===== config.mk =====
export PLATFORM = sky130hd
export DESIGN_NAME = shift_right_pipe_32b_flat
export DESIGN_NICKNAME = d
export VERILOG_FILES = /design/src/rtl/shift_right_pipe_32b_if.sv /design/src/rtl/shift_right_pipe_32b.sv /design/src/flat_wrapper.sv
export SDC_FILE = /design/constraint.sdc
export NUM_CORES = 1
export LEC_CHECK = 0
export CELL_PAD_IN_SITES_DETAIL_PLACEMENT = 1
export CELL_PAD_IN_SITES_GLOBAL_PLACEMENT = 1
export CORE_MARGIN = 3
export CORE_UTILIZATION = 41
export DETAILED_ROUTE_END_ITERATION = 7
export GPL_ROUTABILITY_DRIVEN = 0
export PLACE_DENSITY = 0.76
export SYNTH_ARGS = -nofsm -noshare
export SYNTH_HDL_FRONTEND = slang
export SYNTH_SLANG_ARGS = --single-unit

===== constraint.sdc =====
create_clock -name clk -period 1.6 [get_ports clk]
set_input_delay 0.32 -clock clk [delete_from_list [all_inputs] [get_ports clk]]
set_output_delay 0.32 -clock clk [all_outputs]
set_load 0.02 [all_outputs]

===== src/rtl/shift_right_pipe_32b_if.sv =====
// Handshake bundle for the pipelined 32-bit right shifter.
// Master is the producer/consumer side; slave is the shifter itself.
interface shift_right_pipe_32b_if;
    logic        flush;
    logic        in_valid;
    logic        in_ready;
    logic [31:0] in;
    logic [4:0]  cntrl;
    logic        arith;
    logic        out_valid;
    logic        out_ready;
    logic [31:0] out;

    modport master (
        output flush, in_valid, in, cntrl, arith, out_ready,
        input  in_ready, out_valid, out
    );

    modport slave (
        input  flush, in_valid, in, cntrl, arith, out_ready,
        output in_ready, out_valid, out
    );
endinterface


===== src/rtl/shift_right_pipe_32b.sv =====
// Three-register logarithmic right shifter (SRL/SRA) with valid/ready flow control.
// S1 shifts by 1/2, S2 by 4/8, S3 by 16; the fill bit travels with each operation.
module shift_right_pipe_32b (
    input  logic                   clk,
    input  logic                   rstn,
    shift_right_pipe_32b_if.slave  bus
);

    function automatic logic [31:0] shr_s1(input logic [31:0] d, input logic [1:0] c, input logic f);
        logic [31:0] t;
        t = c[0] ? {f, d[31:1]} : d;
        t = c[1] ? {{2{f}}, t[31:2]} : t;
        return t;
    endfunction

    function automatic logic [31:0] shr_s2(input logic [31:0] d, input logic [1:0] c, input logic f);
        logic [31:0] t;
        t = c[0] ? {{4{f}}, d[31:4]} : d;
        t = c[1] ? {{8{f}}, t[31:8]} : t;
        return t;
    endfunction

    function automatic logic [31:0] shr_s3(input logic [31:0] d, input logic c, input logic f);
        return c ? {{16{f}}, d[31:16]} : d;
    endfunction

    logic        r_vld_p1, r_vld_p2, r_vld_p3;
    logic [31:0] r_data_p1, r_data_p2, r_data_p3;
    logic [2:0]  r_cnt_p1;
    logic        r_cnt_p2;
    logic        r_fill_p1, r_fill_p2;

    logic        w_rdy_p3, w_rdy_p2, w_rdy_p1;
    logic        w_in_ready;
    logic        w_acc;
    logic        w_fill_in;

    // A stage can take new data if it is empty or its successor is moving.
    assign w_rdy_p3   = !r_vld_p3 | bus.out_ready;
    assign w_rdy_p2   = !r_vld_p2 | w_rdy_p3;
    assign w_rdy_p1   = !r_vld_p1 | w_rdy_p2;
    assign w_in_ready = w_rdy_p1 & !bus.flush;
    assign w_acc      = bus.in_valid & w_in_ready;
    assign w_fill_in  = bus.arith & bus.in[31];

    assign bus.in_ready  = w_in_ready;
    assign bus.out_valid = r_vld_p3;
    assign bus.out       = r_data_p3;

    always_ff @(posedge clk or negedge rstn) begin
        if (!rstn) begin
            r_vld_p1  <= 1'b0;
            r_vld_p2  <= 1'b0;
            r_vld_p3  <= 1'b0;
            r_data_p1 <= '0;
            r_data_p2 <= '0;
            r_data_p3 <= '0;
            r_cnt_p1  <= '0;
            r_cnt_p2  <= 1'b0;
            r_fill_p1 <= 1'b0;
            r_fill_p2 <= 1'b0;
        end else begin
            if (bus.flush) begin
                r_vld_p1 <= 1'b0;
                r_vld_p2 <= 1'b0;
                r_vld_p3 <= 1'b0;
            end else begin
                if (w_rdy_p1) r_vld_p1 <= w_acc;
                if (w_rdy_p2) r_vld_p2 <= r_vld_p1;
                if (w_rdy_p3) r_vld_p3 <= r_vld_p2;
            end

            // S1: shift by 1 and 2
            if (w_acc) begin
                r_data_p1 <= shr_s1(bus.in, bus.cntrl[1:0], w_fill_in);
                r_cnt_p1  <= bus.cntrl[4:2];
                r_fill_p1 <= w_fill_in;
            end

            // S2: shift by 4 and 8
            if (w_rdy_p2 && r_vld_p1) begin
                r_data_p2 <= shr_s2(r_data_p1, r_cnt_p1[1:0], r_fill_p1);
                r_cnt_p2  <= r_cnt_p1[2];
                r_fill_p2 <= r_fill_p1;
            end

            // S3: shift by 16, drives the output
            if (w_rdy_p3 && r_vld_p2) begin
                r_data_p3 <= shr_s3(r_data_p2, r_cnt_p2, r_fill_p2);
            end
        end
    end

endmodule


===== src/flat_wrapper.sv =====
// flat-port wrapper written by rule: the top's interface ports become plain ports
module shift_right_pipe_32b_flat 
  (clk, rstn, bus_flush, bus_in_valid, bus_in, bus_cntrl, bus_arith, bus_out_ready, bus_in_ready, bus_out_valid, bus_out);
  shift_right_pipe_32b_if bus_i ();
  input  logic clk;
  input  logic rstn;
  input wire logic [$bits(bus_i.flush)-1:0] bus_flush;
  input wire logic [$bits(bus_i.in_valid)-1:0] bus_in_valid;
  input wire logic [$bits(bus_i.in)-1:0] bus_in;
  input wire logic [$bits(bus_i.cntrl)-1:0] bus_cntrl;
  input wire logic [$bits(bus_i.arith)-1:0] bus_arith;
  input wire logic [$bits(bus_i.out_ready)-1:0] bus_out_ready;
  output wire logic [$bits(bus_i.in_ready)-1:0] bus_in_ready;
  output wire logic [$bits(bus_i.out_valid)-1:0] bus_out_valid;
  output wire logic [$bits(bus_i.out)-1:0] bus_out;
  assign bus_i.flush = bus_flush;
  assign bus_i.in_valid = bus_in_valid;
  assign bus_i.in = bus_in;
  assign bus_i.cntrl = bus_cntrl;
  assign bus_i.arith = bus_arith;
  assign bus_i.out_ready = bus_out_ready;
  assign bus_in_ready = bus_i.in_ready;
  assign bus_out_valid = bus_i.out_valid;
  assign bus_out = bus_i.out;
  shift_right_pipe_32b u_core (.clk(clk), .rstn(rstn), .bus(bus_i));
endmodule

After elaboration in Yosys (flattened, before gate mapping). Index checks and enable logic that the tools add are counted. W data, S select, Z words.

Bits in registers: 105. Bits of input ports: 43. Output and inout bits: 34. Logic and storage cells: 36.

Mux-type cells: 11. Bitwise gates (word level): 6. Reduce and logical (&&, ||, !) cells: 9.

Operators with widths (number): $mux W32 (5); $mux W1 (6); $reduce_bool A2 Y1 (3); $logic_not A1 Y1 (4); $and A1 B1 Y1 (3); $or A1 B1 Y1 (3); $logic_and A1 B1 Y1 (2).

Logic depth before layout (Yosys ltp). Gate-level depths: netlist of run 1.

Depth in word-level cells: 8. Gate-level depth with buffers: 6. Depth with buffers taken out: 3.

Worst setup path after synthesis of run 1. Ideal clock, no wire load.

Kind: reg-to-reg. Start: register u_core.r_vld_p3, in the netlist u_core.bus.out_valid. End: register u_core.r_data_p1[10]. Library setup time: 125 ps. Data arrival time: 1508 ps. Data required time: 1475 ps. Slack: -34 ps. Stages on the path, launching flop included: 6. Path buffers: 2. Clock period less this slack: 1634 ps. Cells stage by stage: dfrtp_1 -> and4b_4 -> or2_1 -> buf_6 -> buf_6 -> mux2_4.

Word-level cells in the longest chain between the ends: 6.

RTL lines: from (decl) (line shift_right_pipe_32b.sv:27) `logic r_vld_p1, r_vld_p2, r_vld_p3;`; from (signal assigned) (line shift_right_pipe_32b.sv:70) `if (w_rdy_p3) r_vld_p3 <= r_vld_p2;`; $logic_not A1 Y1 (line shift_right_pipe_32b.sv:39) `assign w_rdy_p3 = !r_vld_p3 | bus.out_ready;`; $or A1 B1 Y1 (line shift_right_pipe_32b.sv:39); $or A1 B1 Y1 (line shift_right_pipe_32b.sv:40) `assign w_rdy_p2 = !r_vld_p2 | w_rdy_p3;`; $or A1 B1 Y1 (line shift_right_pipe_32b.sv:41) `assign w_rdy_p1 = !r_vld_p1 | w_rdy_p2;`; $and A1 B1 Y1 (line shift_right_pipe_32b.sv:42) `assign w_in_ready = w_rdy_p1 & !bus.flush;`; $and A1 B1 Y1 (line shift_right_pipe_32b.sv:43) `assign w_acc = bus.in_valid & w_in_ready;`; to (signal assigned) (line shift_right_pipe_32b.sv:75) `r_data_p1 <= shr_s1(bus.in, bus.cntrl[1:0], w_fill_in);`; to (decl) (line shift_right_pipe_32b.sv:28) `logic [31:0] r_data_p1, r_data_p2, r_data_p3;`.

No other way between the ends. A chain may end at the register's enable or synchronous reset.

Worst setup path after layout of run 1.
Start: register u_core.r_cnt_p1[0]. End: register u_core.r_data_p2[18].

Word-level cells in the longest chain between the ends: 2.

RTL lines: from (decl) (line shift_right_pipe_32b.sv:29) `logic [2:0] r_cnt_p1;`; from (signal assigned) (line shift_right_pipe_32b.sv:76) `r_cnt_p1 <= bus.cntrl[4:2];`; $mux W32 (line shift_right_pipe_32b.sv:18) `t = c[0] ? {{4{f}}, d[31:4]} : d;`; $mux W32 (line shift_right_pipe_32b.sv:19) `t = c[1] ? {{8{f}}, t[31:8]} : t;`; to (signal assigned) (line shift_right_pipe_32b.sv:82) `r_data_p2 <= shr_s2(r_data_p1, r_cnt_p1[1:0], r_fill_p1);`; to (decl) (line shift_right_pipe_32b.sv:28).

No other way between the ends.

==> results of run 1 <==
final cells by class:
cell class                 count  area (um^2)
fill                        1364         6280
multi-input combinational    261         2900
sequential                   105         2630
timing repair buffer         107         1120
clock buffer                  11          233
tap                          176          220
clock inverter                 5         78.8
inverter                      11         41.3
cells by family after synthesis:
| kind of cell | share of synthesized area |
|---|---|
| buffers and inverters | 0.0458 |
| muxes | 0.391 |
| and+or+nand+nor | 0.0171 |
| DFF | 0.456 |
| AOI/OAI and AO/OA | 0.0907 |
power by group through the flow:
stage / Clock [uW] / Combinational [uW] / Sequential (uW)
5_1_grt: 2530 / 3450 / 4230
4_1_cts: 2400 / 3160 / 4120
2_1_floorplan: 0 / 1820 / 4210
6_report: 2380 / 3190 / 4130
3_3_place_gp: 0 / 3210 / 4100
3_5_place_dp: 0 / 3320 / 4170
state kept, by name (all words and copies together), names as in the netlist:
register	flops
u_core.r_data_p2	32
u_core.bus.out_valid	1
u_core.r_fill_p2	1
u_core.r_cnt_p2	1
u_core.r_vld_p2	1
u_core.bus.out	32
u_core.r_data_p1	32
u_core.r_vld_p1	1
u_core.r_cnt_p1	3
u_core.r_fill_p1	1
layer usage:
layer | vias up | GRT usage
met5 | - | 0
met3 | 18 | 0.0257
li1 | 1749 | -
met2 | 88 | 0.307
met1 | 2005 | 0.248
met4 | 0 | 0.0496
metrics by stage:
step	cell area (um^2)	total power, uW	utilization	hold slack, ns
CTS	7130	9680	0.528	0.400
floorplan	5770	6040	-	0.0244
global route	7220	10200	0.535	0.364
finish	7220	9700	0.535	0.334
global placement	6860	7310	0.508	0.212
detailed placement	6860	7500	0.508	0.210
final timing paths:
check / from / cells past startpoint / to
hold / removal: bus_out_ready / 3 / u_core.r_vld_p2
setup reg to reg: u_core.r_cnt_p1[0] / 3 / u_core.r_data_p2[18]
hold reg to reg: u_core.r_cnt_p1[2] / 1 / u_core.r_cnt_p2
max in group asynchronous: rstn / 3 / u_core.bus.out_valid
min in group asynchronous: rstn / 2 / u_core.bus.out[21]
setup / recovery: u_core.r_cnt_p1[0] / 3 / u_core.r_data_p2[18]
cell usage in the layout (no fill, tap or decap), types with 2 or more instances in the layout:
cell type        count
a21oi_1             82
and2_1               2
buf_12               9
buf_4               19
bufinv_16            2
clkbuf_1             2
clkbuf_16           11
clkdlybuf4s50_1     39
clkinv_2             2
dfrtp_1            103
dfrtp_2              2
dlygate4sd2_1       33
inv_1               11
mux2_2              37
mux2_4              30
mux2i_1             25
mux4_2              51
nand2_1              2
nand2b_1             4
nor2_1               4
o21ai_0             11
o31ai_1              5
timing repair:
action / in CTS / in global routing
gates cloned: 0 / 2
hold endpoints to repair: 15 / 0
hold buffers: 1 / 0
endpoints found under the setup margin: 67 / 54
resized for setup: 38 / 11
worst max-delay path: stages (launching register included):
cell and delay [ns]:
dfrtp_2 0.44, buf_12 0.19, mux4_2 0.55, mux2_2 0.29
==> impl_metrics.ini, run 1 <==
[placement]
hpwl_um = 10200
port_buffers = 76
place_inst = 657
pre_cts_slack_ns = -0.447

[clock_network]
htree_levels = 3
cts_tree = yes
path_clk_slew_ns = 0.07
post_cts_buffers = 0
clock_latency_ns = 0.35
cts_buffer_depth = 2
cts.sinks = 105
root_buffer = clkbuf_16
cts-buffers-inserted = 9

[routing]
drc_errors = 0
drtPass1Iterations = 4
wl_met2_um = 7130
top_layer = met4
wl_met1_um = 6340
via_per_inst = 5.71
wl_per_cell_um = 21.0
dr.first_iter.drc_count = 249
detail-route-antenna-nets = 0
drt-total-wl_um = 14200
dr_wl_met3_um = 469
vias = 3860

[worst_setup_path]
critPathKind = flip-flop to flip-flop
path_max_fanout = 15
cp.arrival_ns = 1.81
cp-start-kind = flip-flop
critical_path_required_ns = 1.84
end_kind = flip-flop
rrSetupSlack_ns = 0.02

[layout]
layout.cells.non_filler = 676
nets = 538
drive_gt1_frac = 0.340
synthToLayoutAreaGrowth_pct = 25.2
antenna_cells = 0

[floorplanning]
io_pins = 77
dieArea_mm2 = 0.0155
start_util = 0.427
coreArea_mm2 = 0.0135
die_h_um = 125
num_rows = 42
die_w_um = 125

[synth]
syn_area_per_cell_um2 = 13.8
synth_common_cells = 105 x dfrtp_1, 82 x a21oi_1, 51 x mux4_2
synth_top_area_cell = dfrtp_1
synth_cell_types = 24
synth_nets = 460
synth_top_area_frac = 0.456
ys.flop_type = dfrtp_1
synth_area_leaders = dfrtp_1 46%, mux4_2 20%, mux2_2 7.8%
ys_warn_count = 0
ys_seq_elements = 105
synth-seq-area-share = 0.456
async_reset_ff_frac = 1.00
syn_area_mm2 = 0.00577
synth.most_common_cell = dfrtp_1
synth-edff-count = 0
synth_cells = 417

[global_routing]
grt_usage = 0.182
antenna_found_initial = 0
gr-total-overflow = 0
grt_pass1_wl_um = 22800
grt_max_degree = 39
grt_pass1_vias = 4126

[sta]
setup_viol = 0
worst_pin_slew_ns = 0.587
slew_viol_final = 0
relSlewSlack = 0.609
fin_ws_ns = 0.0235
rsz0062_at_grt = yes
hold_viol_final = 0
setup_tns_ns = 0
fin_crit_ns = 1.58
finalCritPeriodShare = 0.985
clock.fmax_mhz = 634
clock_skew_ns = 0.00469

[pwr]
power_frac_seq = 0.426
pwr-share-clk = 0.245
ir_worst_vdd_v = 0.000571
p_comb_frac = 0.329
swShare = 0.328
power_per_cell_area_mw_per_mm2 = 1340
cellLeakagePower_uw = 0.00309
internal_power_uw = 6520
switching_power_uw = 3180

[hold_path]
hold_class = input pin to flip-flop

[status]
status = completed

[flow_run]
maxCapViolations = 0
(Power assumes the default switching activity.)
==> run 2: changes to the inputs <==
--- a/config.mk
+++ b/config.mk
@@ -11,7 +11,9 @@
 export CORE_UTILIZATION = 41
 export DETAILED_ROUTE_END_ITERATION = 7
 export GPL_ROUTABILITY_DRIVEN = 0
-export PLACE_DENSITY = 0.76
+export PLACE_DENSITY_LB_ADDON = 0.1
+export REMOVE_ABC_BUFFERS = 1
 export SYNTH_ARGS = -nofsm -noshare
 export SYNTH_HDL_FRONTEND = slang
 export SYNTH_SLANG_ARGS = --single-unit
+export TNS_END_PERCENT = 100
==> run 2 against run 1 <==
Compared with the run above: final cell count up 1.8%; clock skew is 0.0054 ns higher; total power grew 0.80%; critical path depth did not move; routed wire length shrank 2.0%; global-route usage is 0.12 points lower; sequential share of layout area fell by 0.60 points.
==> impl_metrics.ini, run 2 (synthesis gave the netlist of run 1 again) <==
[status]
status = completed

[flow_run]
maxCapViolations = 0

[sta]
clock_skew_ns = 0.0101
worst_pin_slew_ns = 0.641
fin_crit_ns = 1.57
setup_tns_ns = 0
clock.fmax_mhz = 637
setup_viol = 0
slew_viol_final = 0
rsz0062_at_grt = yes
relSlewSlack = 0.572
hold_viol_final = 0
finalCritPeriodShare = 0.980
timing.hold.ws_ns = 0.471

[routing]
drt-total-wl_um = 13900
wl_per_cell_um = 20.2
detail-route-antenna-nets = 0
drtPass1Iterations = 6
vias = 3935
drc_errors = 0
via_per_inst = 5.72
dr.first_iter.drc_count = 222

[worst_setup_path]
worst-path-buf-inv = 1
path_max_fanout = 17
cp-start-kind = flip-flop
worstPathCellList = buf_12, mux4_2, mux2_4
crit_path_max_incr_delay_ns = 0.55
crit_family = multiplexers
critical_path_required_ns = 1.83
end_kind = flip-flop
critPathSlowestCell = mux4_2
cp.arrival_ns = 1.80
critPathKind = flip-flop to flip-flop

[clock_network]
root_buffer = clkbuf_16
path_clk_slew_ns = 0.07
cts_buffer_depth = 2
clock_latency_ns = 0.35
cts-buffers-inserted = 9
cts_tree = yes
cts.sinks = 105
htree_levels = 3

[layout]
nets = 550
drive_gt1_frac = 0.359
layout_common_cells = 103 x dfrtp_1, 82 x a21oi_1, 51 x mux4_2, 39 x clkdlybuf4s50_1, 37 x mux2_2
synthToLayoutAreaGrowth_pct = 27.3
layout.cells.non_filler = 688
antenna_cells = 0
layout_commonest_cell = dfrtp_1

[placement]
place_inst = 664
port_buffers = 76
hpwl_um = 10100

[global_routing]
grt_pass1_wl_um = 22800
gr-total-overflow = 0
grt_max_degree = 37
grt_usage = 0.181
grt_pass1_vias = 4143
antenna_found_initial = 0

[pwr]
power_per_cell_area_mw_per_mm2 = 1330
ir_worst_vdd_v = 0.000700
cellLeakagePower_uw = 0.00315

[floorplanning]
die_w_um = 125
dieArea_mm2 = 0.0155
die_h_um = 125
start_util = 0.427
io_pins = 77
num_rows = 42
coreArea_mm2 = 0.0135

[hold_path]
hold_class = input pin to async pin
-- run 2: worst reg2reg max path: cells and delay by family (launching register included) --
| kind | cells | cell delay, ns |
|---|---|---|
| buffers and inverters | 1 | 0.20 |
| multiplexers | 2 | 0.84 |
| flip-flops | 1 | 0.42 |
-- run 2: routing by layer --
metal	up-vias	wire (um)	track usage
met3	7	492	0.0352
met1	2068	6600	0.256
li1	1766	-	-
met4	0	137	0.0406
met2	94	6660	0.291
met5	-	0	0
-- run 2: stage by stage --
stage	power (uW)	cell area, um^2	utilization	worst slack, ns
3_5_place_dp	7420	6910	0.511	-0.459
6_report	9780	7340	0.544	0.0312
3_3_place_gp	7290	6910	0.511	-0.433
5_1_grt	10300	7340	0.544	-0.0115
4_1_cts	9810	7260	0.538	-0.0448
2_1_floorplan	5940	5550	-	-1.31
-- run 2: worst paths after layout --
kind	startpoint	to	slack (ns)	depth (start not counted)
worst min-delay path	rstn	u_core.bus.out[15]	0.47	2
worst min register to register	u_core.r_cnt_p1[2]	u_core.r_cnt_p1[2]	0.51	1
worst max-delay path	u_core.r_cnt_p1[0]	u_core.r_data_p2[12]	0.03	3
min in group clk	u_core.r_cnt_p1[2]	u_core.r_cnt_p1[2]	0.51	1
worst max register to register	u_core.r_cnt_p1[0]	u_core.r_data_p2[12]	0.03	3
max in group asynchronous	rstn	u_core.r_cnt_p1[0]	0.55	3
-- run 2: what timing repair did --
action / 4_1_cts / 5_1_grt
cloned: 1 / 1
setup endpoints to repair: 70 / 24
hold buffers: 1 / 0
pin swaps: 1 / 0
endpoints found under the hold margin: 29 / 0
resized for setup: 43 / 6
buffers inserted: 0 / 5
-- run 2: final cells by class --
cell class	instances	area [um^2]
clock buffer	9	225
clock inverter	7	119
fill	1351	6160
inverter	11	41.3
multi-input combinational	261	2900
sequential	105	2630
tap	176	220
timing repair buffer	119	1210
-- run 2: report_power, final --
group | total, uW | internal (uW) | switching [uW] | leakage, uW
Combinational | 3210 | 1770 | 1440 | 0.00175
Clock | 2520 | 1530 | 989 | 0.000162
Sequential | 4050 | 3430 | 618 | 0.00123
